$ cat src/rtl/regfile_wb_arbiter_if.sv
// Writeback request bundle for regfile_wb_arbiter: two requester ports,
// each a valid/ready handshake carrying a destination register and data.
interface regfile_wb_arbiter_if #(
    parameter int unsigned ADDR_WIDTH = 5,
    parameter int unsigned DATA_WIDTH = 32
);
    logic                  wb0_valid;
    logic                  wb0_ready;
    logic [ADDR_WIDTH-1:0] wb0_addr;
    logic [DATA_WIDTH-1:0] wb0_data;

    logic                  wb1_valid;
    logic                  wb1_ready;
    logic [ADDR_WIDTH-1:0] wb1_addr;
    logic [DATA_WIDTH-1:0] wb1_data;

    // Requester side (EXU on port 0, LSU on port 1)
    modport master (
        output wb0_valid, wb0_addr, wb0_data,
        input  wb0_ready,
        output wb1_valid, wb1_addr, wb1_data,
        input  wb1_ready
    );

    // Arbiter side
    modport slave (
        input  wb0_valid, wb0_addr, wb0_data,
        output wb0_ready,
        input  wb1_valid, wb1_addr, wb1_data,
        output wb1_ready
    );
endinterface

$ cat src/rtl/regfile_wb_arbiter.sv
// Register file writeback arbiter: round-robin between EXU (port 0) and
// LSU (port 1), one-entry commit stage driving the regfile write port, and
// a per-register busy scoreboard for IDU RAW-hazard stalls.
// Optional: define REGFILE_WB_BYPASS_EN to add commit-stage bypass outputs
// (byp1/byp2) and mask busy for a register being committed this cycle.
module regfile_wb_arbiter #(
    parameter int unsigned ADDR_WIDTH = 5,
    parameter int unsigned DATA_WIDTH = 32
) (
    input  logic                   clk,
    input  logic                   rst,
    regfile_wb_arbiter_if.slave    wb,
    input  logic                   wb_stall,
    input  logic                   sb_set,
    input  logic [ADDR_WIDTH-1:0]  sb_set_addr,
    input  logic [ADDR_WIDTH-1:0]  qaddr1,
    input  logic [ADDR_WIDTH-1:0]  qaddr2,
    output logic                   busy1,
    output logic                   busy2,
    output logic                   rf_wen,
    output logic [ADDR_WIDTH-1:0]  rf_waddr,
    output logic [DATA_WIDTH-1:0]  rf_wdata
`ifdef REGFILE_WB_BYPASS_EN
    ,
    output logic                   byp1_hit,
    output logic [DATA_WIDTH-1:0]  byp1_data,
    output logic                   byp2_hit,
    output logic [DATA_WIDTH-1:0]  byp2_data
`endif
);

    localparam int unsigned NUM_REGS = 1 << ADDR_WIDTH;

    typedef enum logic {
        PRI_P0 = 1'b0,
        PRI_P1 = 1'b1
    } pri_e;

    pri_e                pri_q;
    pri_e                pri_d;
    logic                gnt0;
    logic                gnt1;
    logic [NUM_REGS-1:0] busy_q;
    logic [NUM_REGS-1:0] busy_d;

    // Priority pointer register
    always_ff @(posedge clk) begin
        if (rst) begin
            pri_q <= PRI_P0;
        end else begin
            pri_q <= pri_d;
        end
    end

    // Grant selection and pointer update; pointer holds when nothing is granted
    always_comb begin
        gnt0  = 1'b0;
        gnt1  = 1'b0;
        pri_d = pri_q;
        if (!rst && !wb_stall) begin
            if (wb.wb0_valid && (!wb.wb1_valid || pri_q == PRI_P0)) begin
                gnt0 = 1'b1;
            end else if (wb.wb1_valid) begin
                gnt1 = 1'b1;
            end
        end
        if (gnt0) begin
            pri_d = PRI_P1;
        end else if (gnt1) begin
            pri_d = PRI_P0;
        end
    end

    assign wb.wb0_ready = gnt0;
    assign wb.wb1_ready = gnt1;

    // Commit stage: capture the granted write; x0 writes handshake but never enable
    always_ff @(posedge clk) begin
        if (rst) begin
            rf_wen   <= 1'b0;
            rf_waddr <= '0;
            rf_wdata <= '0;
        end else if (gnt0) begin
            rf_wen   <= (wb.wb0_addr != '0);
            rf_waddr <= wb.wb0_addr;
            rf_wdata <= wb.wb0_data;
        end else if (gnt1) begin
            rf_wen   <= (wb.wb1_addr != '0);
            rf_waddr <= wb.wb1_addr;
            rf_wdata <= wb.wb1_data;
        end else begin
            rf_wen   <= 1'b0;
        end
    end

    // Scoreboard next state: commit clears, issue sets (set wins), x0 never busy
    always_comb begin
        busy_d = busy_q;
        if (rf_wen) begin
            busy_d[rf_waddr] = 1'b0;
        end
        if (sb_set && sb_set_addr != '0) begin
            busy_d[sb_set_addr] = 1'b1;
        end
        busy_d[0] = 1'b0;
    end

    // Scoreboard register
    always_ff @(posedge clk) begin
        if (rst) begin
            busy_q <= '0;
        end else begin
            busy_q <= busy_d;
        end
    end

`ifdef REGFILE_WB_BYPASS_EN
    // Hazard query with commit-stage forwarding
    always_comb begin
        byp1_hit  = rf_wen && (rf_waddr == qaddr1) && (qaddr1 != '0);
        byp2_hit  = rf_wen && (rf_waddr == qaddr2) && (qaddr2 != '0);
        byp1_data = rf_wdata;
        byp2_data = rf_wdata;
        busy1     = busy_q[qaddr1] && !byp1_hit;
        busy2     = busy_q[qaddr2] && !byp2_hit;
    end
`else
    // Hazard query straight from the scoreboard
    always_comb begin
        busy1 = busy_q[qaddr1];
        busy2 = busy_q[qaddr2];
    end
`endif

endmodule

$ cat src/flat_wrapper.sv
// flat-port wrapper written by rule: the top's interface ports become plain ports
module regfile_wb_arbiter_flat 
#(
    parameter int unsigned ADDR_WIDTH = 5,
    parameter int unsigned DATA_WIDTH = 32
)
  (clk, rst, wb_stall, sb_set, sb_set_addr, qaddr1, qaddr2, busy1, busy2, rf_wen, rf_waddr, rf_wdata, wb_wb0_valid, wb_wb0_addr, wb_wb0_data, wb_wb0_ready, wb_wb1_valid, wb_wb1_addr, wb_wb1_data, wb_wb1_ready);
  regfile_wb_arbiter_if #(.ADDR_WIDTH(ADDR_WIDTH), .DATA_WIDTH(DATA_WIDTH)) wb_i ();
  input  logic clk;
  input  logic rst;
  input  logic wb_stall;
  input  logic sb_set;
  input  logic [ADDR_WIDTH-1:0] sb_set_addr;
  input  logic [ADDR_WIDTH-1:0] qaddr1;
  input  logic [ADDR_WIDTH-1:0] qaddr2;
  output logic busy1;
  output logic busy2;
  output logic rf_wen;
  output logic [ADDR_WIDTH-1:0] rf_waddr;
  output logic [DATA_WIDTH-1:0] rf_wdata;
  input wire logic [$bits(wb_i.wb0_valid)-1:0] wb_wb0_valid;
  input wire logic [$bits(wb_i.wb0_addr)-1:0] wb_wb0_addr;
  input wire logic [$bits(wb_i.wb0_data)-1:0] wb_wb0_data;
  output wire logic [$bits(wb_i.wb0_ready)-1:0] wb_wb0_ready;
  input wire logic [$bits(wb_i.wb1_valid)-1:0] wb_wb1_valid;
  input wire logic [$bits(wb_i.wb1_addr)-1:0] wb_wb1_addr;
  input wire logic [$bits(wb_i.wb1_data)-1:0] wb_wb1_data;
  output wire logic [$bits(wb_i.wb1_ready)-1:0] wb_wb1_ready;
  assign wb_i.wb0_valid = wb_wb0_valid;
  assign wb_i.wb0_addr = wb_wb0_addr;
  assign wb_i.wb0_data = wb_wb0_data;
  assign wb_wb0_ready = wb_i.wb0_ready;
  assign wb_i.wb1_valid = wb_wb1_valid;
  assign wb_i.wb1_addr = wb_wb1_addr;
  assign wb_i.wb1_data = wb_wb1_data;
  assign wb_wb1_ready = wb_i.wb1_ready;
  regfile_wb_arbiter #(.ADDR_WIDTH(ADDR_WIDTH), .DATA_WIDTH(DATA_WIDTH)) u_core (.clk(clk), .rst(rst), .wb(wb_i), .wb_stall(wb_stall), .sb_set(sb_set), .sb_set_addr(sb_set_addr), .qaddr1(qaddr1), .qaddr2(qaddr2), .busy1(busy1), .busy2(busy2), .rf_wen(rf_wen), .rf_waddr(rf_waddr), .rf_wdata(rf_wdata));
endmodule
$ cat config.mk
export PLATFORM = sky130hd
export DESIGN_NAME = regfile_wb_arbiter_flat
export DESIGN_NICKNAME = d
export VERILOG_FILES = /design/src/rtl/regfile_wb_arbiter_if.sv /design/src/rtl/regfile_wb_arbiter.sv /design/src/flat_wrapper.sv
export SDC_FILE = /design/constraint.sdc
export NUM_CORES = 1
export LEC_CHECK = 0
export CAP_MARGIN = 5
export CORE_MARGIN = 2
export CORE_UTILIZATION = 39
export DETAILED_ROUTE_END_ITERATION = 10
export PLACE_DENSITY = 0.76
export SLEW_MARGIN = 30
export SYNTH_ARGS = -nofsm -noshare
export SYNTH_HDL_FRONTEND = slang
export SYNTH_SLANG_ARGS = --single-unit
$ cat constraint.sdc
create_clock -name clk -period 1.3 [get_ports clk]
set_clock_uncertainty 0.1 [all_clocks]
set_input_delay 0.13 -clock clk [delete_from_list [all_inputs] [get_ports clk]]
set_output_delay 0.13 -clock clk [all_outputs]
set_load 0.02 [all_outputs]
---- Yosys cells after proc, flatten, opt, wreduce, memory -nomap -nowiden ----
Index checks and enable logic that the tools add are counted.
operators by class
  magnitude comparators ................... 6
  multiplexer cells ....................... 23
  bitwise gates (word level) .............. 4
  reduce and logical (&&, ||, !) cells .... 13
operator list
  operator              number
  $mux W32              4
  $and A32 B32 Y32      1
  $not A32 Y32          1
  $or A32 B32 Y32       1
  $lt A5 B6 Y1 const B  4
  $reduce_bool A5 Y1    3
  $mux W1               13
  $bmux W1 S5           2
  $demux W1 S5          2
  $ge A5 B1 Y1 const B  2
  $mux W5               2
  $logic_and A1 B1 Y1   5
  $logic_not A1 Y1      3
  $reduce_bool A2 Y1    1
  $logic_or A1 B1 Y1    1
  $not A1 Y1            1
storage, ports and cells
  bits in registers ....................... 71
  input port bits ......................... 95
  output and inout port bits .............. 42
  logic and storage cells ................. 52

---- Depth between registers and ports, before layout ----
Gate-level depths: netlist of the first run.
  depth after elaboration ................. 9
  gate-level depth with buffers ........... 6
  mapped depth without buffers ............ 5

---- Worst setup path before layout of the first run ----
OpenSTA, ideal clock, no wires.
  kind .................................... register to register
  from .................................... register u_core.rf_waddr[2]
  to ...................................... register u_core.busy_q[7]
  setup time .............................. 0.132 ns
  arrival ................................. 1.301 ns
  data required time ...................... 1.068 ns
  path slack .............................. -0.233 ns
  stages on the path, launching flop included .. 5
  buffers on the path ..................... 1
  clock period less this slack ............ 1.533 ns
  cells stage by stage .................... dfxtp_1 > buf_2 > or3b_2 > o21ai_0 > a21oi_1
between the ends
  longest elaborated chain between the ends .. 9
  elaborated cells on any way between the ends .. 10
  classes of those cells .................. order compare: 2; mux: 4; bitwise: 3; reduce/logical: 1
RTL lines
  what                                                                       RTL line                   RTL
  start, declared                                                            regfile_wb_arbiter.sv:21   output logic [ADDR_WIDTH-1:0] rf_waddr,
  start signal, assigned                                                     regfile_wb_arbiter.sv:85   rf_waddr <= wb.wb0_addr;
  start signal, assigned                                                     regfile_wb_arbiter.sv:89   rf_waddr <= wb.wb1_addr;
  $lt A5 B6 Y1 (implied by the code) / $ge A5 B1 Y1 (equally long branches)  regfile_wb_arbiter.sv:100  busy_d[rf_waddr] = 1'b0;
  $logic_and A1 B1 Y1 (implied by the code)                                  regfile_wb_arbiter.sv:100
  $mux W1 (implied by the code)                                              regfile_wb_arbiter.sv:100
  $demux W1 S5 *                                                             -
  $not A32 Y32 (no line) *                                                   -
  $and A32 B32 Y32 (no line) *                                               -
  $mux W32 *                                                                 regfile_wb_arbiter.sv:99   if (rf_wen) begin
  $or A32 B32 Y32 (no line)                                                  -
  $mux W32 *                                                                 regfile_wb_arbiter.sv:102  if (sb_set && sb_set_addr != '0) begin
  end signal, assigned                                                       regfile_wb_arbiter.sv:113  busy_q <= busy_d;
  end, declared                                                              regfile_wb_arbiter.sv:43   logic [NUM_REGS-1:0] busy_q;
Every way passes the cells marked *; elsewhere a longest branch is shown, timed or not.
A chain may end at the register's enable or synchronous reset.

---- Final worst setup path of the first run ----
  from .................................... register u_core.busy_q[6]
  to ...................................... output busy2
between the ends
  longest elaborated chain between the ends .. 2
RTL lines
  what                           RTL line                   RTL
  $bmux W1 S5                    regfile_wb_arbiter.sv:131  busy2 = busy_q[qaddr2];
  $mux W1 (implied by the code)  regfile_wb_arbiter.sv:131
  end, declared                  flat_wrapper.sv:17         output logic busy2;
No other way between the ends. The select of a mux whose other input is x is not followed.

==> impl_metrics.ini, run 1 <==
[status]
outcome = finished with violations
violations = setup timing

[final_layout]
layout.cells.most_common = clkdlybuf4s50_1
drive_gt1_share_pct = 27.10
num-nets-final = 710
syn_to_final_growth_pct = 77.80
fillCellCount = 641
final_area_mm2 = 0.006053
layout_common_cells = clkdlybuf4s50_1 (87), nor2_1 (86), dfxtp_1 (61)

[synth]
yosysTopAreaCell = dfxtp_1
synth_warnings = 0
syn-num-nets = 536
synthArstFlopShare_pct = 0
synth-edff-count = 0
synth_cell_types = 32
syn_area_per_cell_um2 = 7.720
synthCells = 441
yosys.area.top_type_share_pct = 41.16
ys_ff_latch = 70
synth.cell_area_mm2 = 0.003405
synth_ff_type = dfxtp_1
yosys-top-cells-area = dfxtp_1 (41%), nor2_1 (12%), nor4_1 (6.1%)
seq_area_frac_synth_pct = 41.16

[detailed_routing]
wl_per_cell_um = 18.00
viasPerCell = 5.575
firstDrtPassIters = 5
antenna_violating_nets_post_route = 0
initialDrtViolationCount = 176
vias = 4064
wl_um = 13120
drc = 0

[min_path]
hold_path_depth = 3
hp-start = wb_wb1_data[4]
min_path_type = primary input to flop
min_to = u_core.rf_wdata[4]$_SDFFE_PP0P_

[global_routing]
grt_max_degree = 70
met3_usage_pct = 9.712
top_usage_layer = met2
grt_usage_pct = 25.09
grt_pass1_wl_um = 19310
grt_pass1_vias = 3994
overflow = 0
met2_usage_pct = 43.45
antenna_found_initial = 1
use_met1_pct = 27.56

[critical_path]
path_class = flop to output pin
reg2reg_depth = 6
arrival_ps = 1650
reg2reg_slack_ps = -110
worstPathRequired_ps = 1070
startpoint_type = flop
cp-end-kind = output pin
r2r_end = u_core.rf_wdata[1]$_SDFFE_PP0P_
r2r-start = u_core.pri_q$_SDFFE_PP0P_
critPathMaxFanout = 3

[clock_network]
cts_max_level = 3
hold_buffers = 0
clock_sinks = 70
cts_buffer_depth = 2
clkLatencyLatePin_ps = 360
path_clk_slew_ps = 80
cts_tree = done
cts_root_buf = clkbuf_8
numCtsBuffers = 9

[job]
cap_violations = 0

[sta]
timing.hold.ws_ps = 261.9
maxSlewHeadroom_pct = 45.56
final-hold-violation-count = 0
timing.fmax_mhz = 532.2
layout_min_cycle_time_ps = 1879
rsz0062_at_grt = yes
finalMaxSlewViolations = 0
setup_ws_ps = -579.1
setup_violations = 37
final.period_utilization_pct = 144.5
worstMarginPinSlew_ps = 816.5
fin_setup_tns_ps = -2149

[power_and_ir_drop]
p_per_area_mw_per_mm2 = 976.5
leakage_nw = 2.331
finalPower_mw = 5.911
ir_drop_mv = 0.6483

[floorplan]
initial_utilization_pct = 39.62
core.rowCount = 34
dieArea_mm2 = 0.009493
dieWidth_um = 97.43
core_area_mm2 = 0.008593
pin_count = 137
die_y_um = 97.43

[placed_design]
hpwl_um = 8325
io_buffers = 136
pre_cts_ws_ps = -1110
gp_congestion = 0.8817
dpl_cell_area_mm2 = 0.005170
-- cell families (layout without fill, tap and decap cells) --
kind of cell           count (synthesis)  count (layout)  share of synthesized area [%]
AOI/OAI and AO/OA                     87              87                          14.26
buffers and inverters                 32             211                          3.859
DFF                                   70              70                          41.16
muxes                                 24              24                          9.261
other                                  0               1                              0
and+or+nand+nor                      228             228                          31.46
-- where the power goes --
group	internal [mW]	switching (mW)
Sequential	2.23	0.0661
Clock	1.48	0.881
Combinational	0.656	0.598
Total	4.37	1.54
-- layout make-up --
type	count	area [um2]	share of cell area (%)
inverter	4	17.52	0.2894
sequential	70	1423	23.50
clock inverter	7	146.4	2.418
antenna	1	2.502	0.04134
clock buffer	9	123.9	2.046
multi-input combinational	339	2262	37.37
tap	108	135.1	2.232
timing repair buffer	191	1943	32.10
-- worst max-delay path, stage by stage (launching register included) --
cell and delay [ps]:
dfxtp_1 340, mux4_2 450, nand2b_4 150, o211ai_1 70, nand4_1 110, buf_4 170
-- cell usage after synthesis (all sizes together) (2+ instances only) --
master / count
and3: 2
nor4: 33
mux2i: 18
buf: 12
dfxtp: 70
a22oi: 4
and3b: 3
a222oi: 4
nand3b: 5
o21ai: 35
nand3: 12
a211oi: 2
nand4: 2
o2111ai: 2
or4: 2
nor3b: 4
mux4: 6
o211ai: 2
or3b: 2
nand2b: 6
clkbuf: 16
nor2: 112
a21oi: 37
nand2: 39
inv: 4
nor2b: 4
-- metrics by stage --
stage / utilization [%] / instances
after floorplan: - / 441
after global placement: 60.16 / 698
after detailed placement: 60.16 / 698
after global routing: 70.44 / 729
after CTS: 64.39 / 717
final: 70.44 / 729
-- worst max-delay path by stage --
stage | from | endpoint | slack (ps) | cells past startpoint
after global routing | u_core.busy_q[23]$_SDFF_PP0_ | busy1 | -660 | 5
after global placement | qaddr2[0] | busy2 | -1070 | 6
final | u_core.busy_q[6]$_SDFF_PP0_ | busy2 | -580 | 5
after floorplan | u_core.busy_q[7]$_SDFF_PP0_ | busy1 | -130 | 4
after CTS | u_core.busy_q[23]$_SDFF_PP0_ | busy2 | -600 | 5
after detailed placement | qaddr2[0] | busy2 | -1110 | 6
-- sequential cells by signal, summed over array words and instances (netlist names) --
signal	flops
u_core.busy_q	31
u_core.rf_wen	1
u_core.rf_wdata	32
u_core.rf_waddr	5
u_core.pri_q	1
-- routing by layer --
metal,vias to the layer above,routed length [um]
met1,1931,4853
met4,0,383
met2,187,6693
met3,35,1193
li1,1911,-
met5,-,0
-- repair_timing --
action	CTS	global route
hold endpoints to repair	0	0
gates cloned	1	7
gates resized for setup	109	115
pin swaps	11	25
setup buffers	2	4
endpoints found under the setup margin	87	84
No activity file was read; power rests on OpenSTA's default activity.
==> inputs of run 2 (changes only) <==
- CORE_ASPECT_RATIO: default -> 0.7
- CORE_UTILIZATION: 39 -> 40
- CTS_BUF_LIST: default -> sky130_fd_sc_hd__clkbuf_2 sky130_fd_sc_hd__clkbuf_4 sky130_fd_sc_hd__clkbuf_8
- PLACE_DENSITY: 0.76 -> 0.78
==> impl_metrics.ini, run 2 (synthesized netlist as in run 1, its figures left out) <==
[sta]
final.period_utilization_pct = 147.1
timing.fmax_mhz = 523.1
rsz0062_at_grt = yes
setup_violations = 52
final-hold-violation-count = 0
finalMaxSlewViolations = 0
layout_min_cycle_time_ps = 1912
worstMarginPinSlew_ps = 812.7
maxSlewHeadroom_pct = 45.82
setup_ws_ps = -611.8

[detailed_routing]
firstDrtPassIters = 8
vias = 4297
antenna_violating_nets_post_route = 0
viasPerCell = 5.927
wl_um = 14540
wl_per_cell_um = 20.06
drc = 0
initialDrtViolationCount = 426

[global_routing]
antenna_found_initial = 0
grt_usage_pct = 26.66
grt_pass1_vias = 3817
overflow = 0
grt_max_degree = 70
grt_pass1_wl_um = 19300

[critical_path]
crit_slowest_cell = mux4_2
reg2reg_slack_ps = -250
critPathMaxStageDelay_ps = 470
path_class = flop to output pin
arrival_ps = 1680
path_cells = mux4_2 -> nand2b_4 -> o211ai_1 -> nand4_1 -> buf_4
startpoint_type = flop
cp-end-kind = output pin
reg2reg_depth = 6
critPathMaxFanout = 3
worstPathRequired_ps = 1070

[clock_network]
hold_buffers = 0
path_clk_slew_ps = 70
cts_tree = done
clock_sinks = 70
cts_root_buf = clkbuf_8
cts_buffer_depth = 2
cts_max_level = 3
clkLatencyLatePin_ps = 350
numCtsBuffers = 9

[final_layout]
top_regs = u_core.rf_wdata: 32 flops, u_core.busy_q: 31 flops, u_core.rf_waddr: 5 flops
largest_register_ffs = 32
regArea_mm2 = 0.001425
fillCellCount = 561
syn_to_final_growth_pct = 77.99
num-nets-final = 710
antenna_cells = 0
layout_common_cells = clkdlybuf4s50_1 (87), nor2_1 (71), dfxtp_1 (59)
drive_gt1_share_pct = 28.87
layout.cells.most_common = clkdlybuf4s50_1
final_util_pct = 72.37
final_area_mm2 = 0.006060
multiInputGateArea_mm2 = 0.002235
top_register = u_core.rf_wdata

[power_and_ir_drop]
sw_frac_of_total_pct = 25.93
pwr-share-seq_pct = 39.4
leakage_nw = 2.410
ir_drop_mv = 0.5945
p_per_area_mw_per_mm2 = 963.4
clockPowerShare_pct = 38.5
p_switching_mw = 1.514
combPwrFrac_pct = 22.0
p_int_mw = 4.324

[floorplan]
core.rowCount = 28
core_area_mm2 = 0.008373
initial_utilization_pct = 40.66
dieArea_mm2 = 0.009277
dieWidth_um = 114.3
pin_count = 137
die_y_um = 81.19

[min_path]
min_path_type = primary input to flop
hold_path_depth = 3

[placed_design]
hpwl_um = 8618
io_buffers = 136
pre_cts_ws_ps = -1098
dpl_cell_area_mm2 = 0.005141
gp_congestion = 0.9381

[status]
outcome = finished with violations
violations = setup timing

[job]
cap_violations = 0
==> run 2: area by class of cell <==
type	instances	area share, %
multi-input combinational	339	36.88
timing repair buffer	191	32.95
sequential	70	23.52
tap	105	2.168
clock inverter	3	1.487
inverter	4	0.2478
clock buffer	13	2.746
==> run 2: power by group through the flow <==
stage	Clock [mW]	Combinational (mW)	Sequential [mW]
after floorplan	0	0.391	2.43
after global placement	0	1.08	2.34
after detailed placement	0	1.10	2.35
after CTS	2.27	1.09	2.30
after global routing	2.36	1.35	2.31
final	2.25	1.29	2.30
==> run 2: through the flow <==
step | power [mW] | TNS, ps | hold slack (ps) | std cells
floorplan | 2.818 | -299.6 | 165.8 | 441
global placement | 3.422 | -19020 | 378.4 | 692
detailed placement | 3.445 | -21290 | 392.0 | 692
CTS | 5.653 | -1476 | 216.6 | 712
global route | 6.027 | -5934 | 273.0 | 725
finish | 5.838 | -3827 | 271.2 | 725
==> run 2: worst max-delay path, delay by kind of cell (launching register included) <==
| family | cells | cell delay (ps) |
|---|---|---|
| buffers and inverters | 1 | 170 |
| AOI/OAI and AO/OA | 1 | 80 |
| DFF | 1 | 350 |
| muxes | 1 | 470 |
| and+or+nand+nor | 2 | 270 |
==> run 2: per-layer routing <==
layer | wire (um) | vias to the layer above | GRT usage (%) | part of all wire, %
met5 | 0 | - | 0 | 0
met4 | 398 | 0 | 8.171 | 2.7
met3 | 1420 | 40 | 6.269 | 9.8
met2 | 6899 | 252 | 43.75 | 47
met1 | 5825 | 2097 | 35.13 | 40
li1 | - | 1908 | - | -
==> run 2: worst paths after layout <==
path                                            to                         start
hold / removal    u_core.rf_wdata[22]$_SDFFE_PP0P_               wb_wb1_data[22]
setup / recovery                             busy2   u_core.busy_q[7]$_SDFF_PP0_
setup reg to reg   u_core.rf_waddr[3]$_SDFFE_PP0P_     u_core.pri_q$_SDFFE_PP0P_
hold reg to reg       u_core.busy_q[12]$_SDFF_PP0_  u_core.busy_q[12]$_SDFF_PP0_
==> run 2: what timing repair did <==
action                                  in CTS  in global routing
endpoints found under the setup margin      86                 73
hold endpoints to repair                     0                  0
buffers inserted                             2                  4
gates resized for setup                    100                119
pin swaps                                    8                 38
cloned                                       2                  9
==> inputs of run 3 (changes only) <==
- CAP_MARGIN: 5 -> default
- REMOVE_ABC_BUFFERS: default -> 1
==> impl_metrics.ini, run 3 (synthesized netlist as in run 1, its figures left out) <==
[power_and_ir_drop]
leakage_nw = 2.333
p_switching_mw = 1.506
ir_drop_mv = 0.7108
finalPower_mw = 5.322
combPwrFrac_pct = 23.4
clockPowerShare_pct = 33.5
p_per_area_mw_per_mm2 = 910.0
p_int_mw = 3.815
sw_frac_of_total_pct = 28.31
pwr-share-seq_pct = 43.1

[final_layout]
regArea_mm2 = 0.001416
num-nets-final = 712
top_register = u_core.rf_wdata
multiInputGateArea_mm2 = 0.002113
final_area_mm2 = 0.005848
largest_register_ffs = 32
drive_gt1_share_pct = 23.19
layout.cells.most_common = nor2_1
syn_to_final_growth_pct = 71.78
layout_common_cells = nor2_1 (95), clkdlybuf4s50_1 (87), dfxtp_1 (60)
antenna_cells = 0
fillCellCount = 639
top_regs = u_core.rf_wdata: 32 flops, u_core.busy_q: 31 flops, u_core.rf_waddr: 5 flops

[critical_path]
startpoint_type = flop
worstPathRequired_ps = 1070
reg2reg_slack_ps = -120
arrival_ps = 1670
cp-endpoint = busy2
critPathMaxFanout = 3
reg2reg_depth = 6
r2r-start = u_core.pri_q$_SDFFE_PP0P_
path_class = flop to output pin
crit_path_start = u_core.busy_q[4]$_SDFF_PP0_
r2r_end = u_core.rf_waddr[2]$_SDFFE_PP0P_
cp-end-kind = output pin

[detailed_routing]
vias = 4137
firstDrtPassIters = 5
drc = 0
initialDrtViolationCount = 312
viasPerCell = 5.698
antenna_violating_nets_post_route = 0
wl_um = 13780
wl_per_cell_um = 18.98

[placed_design]
dpl_cell_area_mm2 = 0.005129
io_buffers = 136
hpwl_um = 8595
pre_cts_ws_ps = -1139
gp_congestion = 0.9000

[floorplan]
core.rowCount = 28
dieArea_mm2 = 0.009277
core_area_mm2 = 0.008373
pin_count = 137
dieWidth_um = 114.3
initial_utilization_pct = 40.66
die_y_um = 81.19

[global_routing]
grt_max_degree = 35
antenna_found_initial = 0
grt_pass1_wl_um = 18630
grt_pass1_vias = 3843
overflow = 0
grt_usage_pct = 25.80

[clock_network]
clock_sinks = 70
cts_max_level = 3
cts_tree = done
clkLatencyLatePin_ps = 350
cts_buffer_depth = 2
path_clk_slew_ps = 80
hold_buffers = 0
numCtsBuffers = 9
cts_root_buf = clkbuf_8

[sta]
layout_min_cycle_time_ps = 1901
timing.fmax_mhz = 525.9
finalMaxSlewViolations = 0
setup_violations = 30
final-hold-violation-count = 0
maxSlewHeadroom_pct = 44.73
rsz0062_at_grt = yes
setup_ws_ps = -601.4
fin_setup_tns_ps = -2275
worstMarginPinSlew_ps = 820.3
final.period_utilization_pct = 146.3
timing.hold.ws_ps = 257.5

[status]
outcome = finished with violations
violations = setup timing

[min_path]
min_path_type = primary input to flop

[job]
cap_violations = 0
==> run 3: cell types whose count changed in the layout (fill, tap and decap cells not counted), sizes merged <==
cell	change
inv	+1
clkdlybuf4s15	+7
dlygate4sd2	-4
clkbuf	-6
dlymetal6s2s	-1
buf	+3
clkinvlp	+2
bufinv	-2
clkinv	+1
==> run 3: worst max-delay path, cell delays in order, from the launching register on <==
cell	delay, ps
dfxtp_2	350
mux4_2	440
nand2b_4	140
o211ai_1	80
nand4_1	130
buf_4	180
==> run 3: final cells by class <==
class / instances / area share, %
multi-input combinational: 339 / 36.14
timing repair buffer: 193 / 33.74
sequential: 70 / 24.22
clock buffer: 10 / 2.353
tap: 105 / 2.246
clock inverter: 5 / 1.006
inverter: 4 / 0.2995
==> run 3: what timing repair did <==
action,CTS,global route
endpoints found under the setup margin,89,71
buffers inserted,0,6
gates resized for setup,104,86
pin swaps,3,15
cloned,1,8
hold endpoints to repair,0,0
==> run 3: metal layers <==
metal	global-route usage (%)	up-vias	wire [um]
met5	0	-	0
met4	8.659	0	267
met1	31.34	1987	5302
met3	9.925	29	1575
met2	42.38	202	6633
li1	-	1919	-
==> run 3: how the worst min path moves through the flow <==
stage	from	endpoint	cells past startpoint
after floorplan	rst	u_core.busy_q[10]$_SDFF_PP0_	1
after global placement	u_core.pri_q$_SDFFE_PP0P_	u_core.pri_q$_SDFFE_PP0P_	2
after detailed placement	u_core.pri_q$_SDFFE_PP0P_	u_core.pri_q$_SDFFE_PP0P_	2
after CTS	wb_wb1_data[25]	u_core.rf_wdata[25]$_SDFFE_PP0P_	3
after global routing	wb_wb0_data[29]	u_core.rf_wdata[29]$_SDFFE_PP0P_	3
final	wb_wb1_data[25]	u_core.rf_wdata[25]$_SDFFE_PP0P_	3
==> run 3: power by group through the flow <==
stage | clock [mW] | sequential, mW | combinational (mW)
floorplan | 0 | 2.43 | 0.286
global placement | 0 | 2.34 | 1.08
detailed placement | 0 | 2.34 | 1.10
CTS | 1.79 | 2.29 | 1.09
global route | 1.90 | 2.30 | 1.32
finish | 1.78 | 2.29 | 1.25
==> run 3: metrics by stage <==
step                      cells  utilization (%)
final                       726            69.84
after global routing        726            69.84
after CTS                   712            64.33
after detailed placement    696            61.25
after global placement      696            61.25
after floorplan             413                -
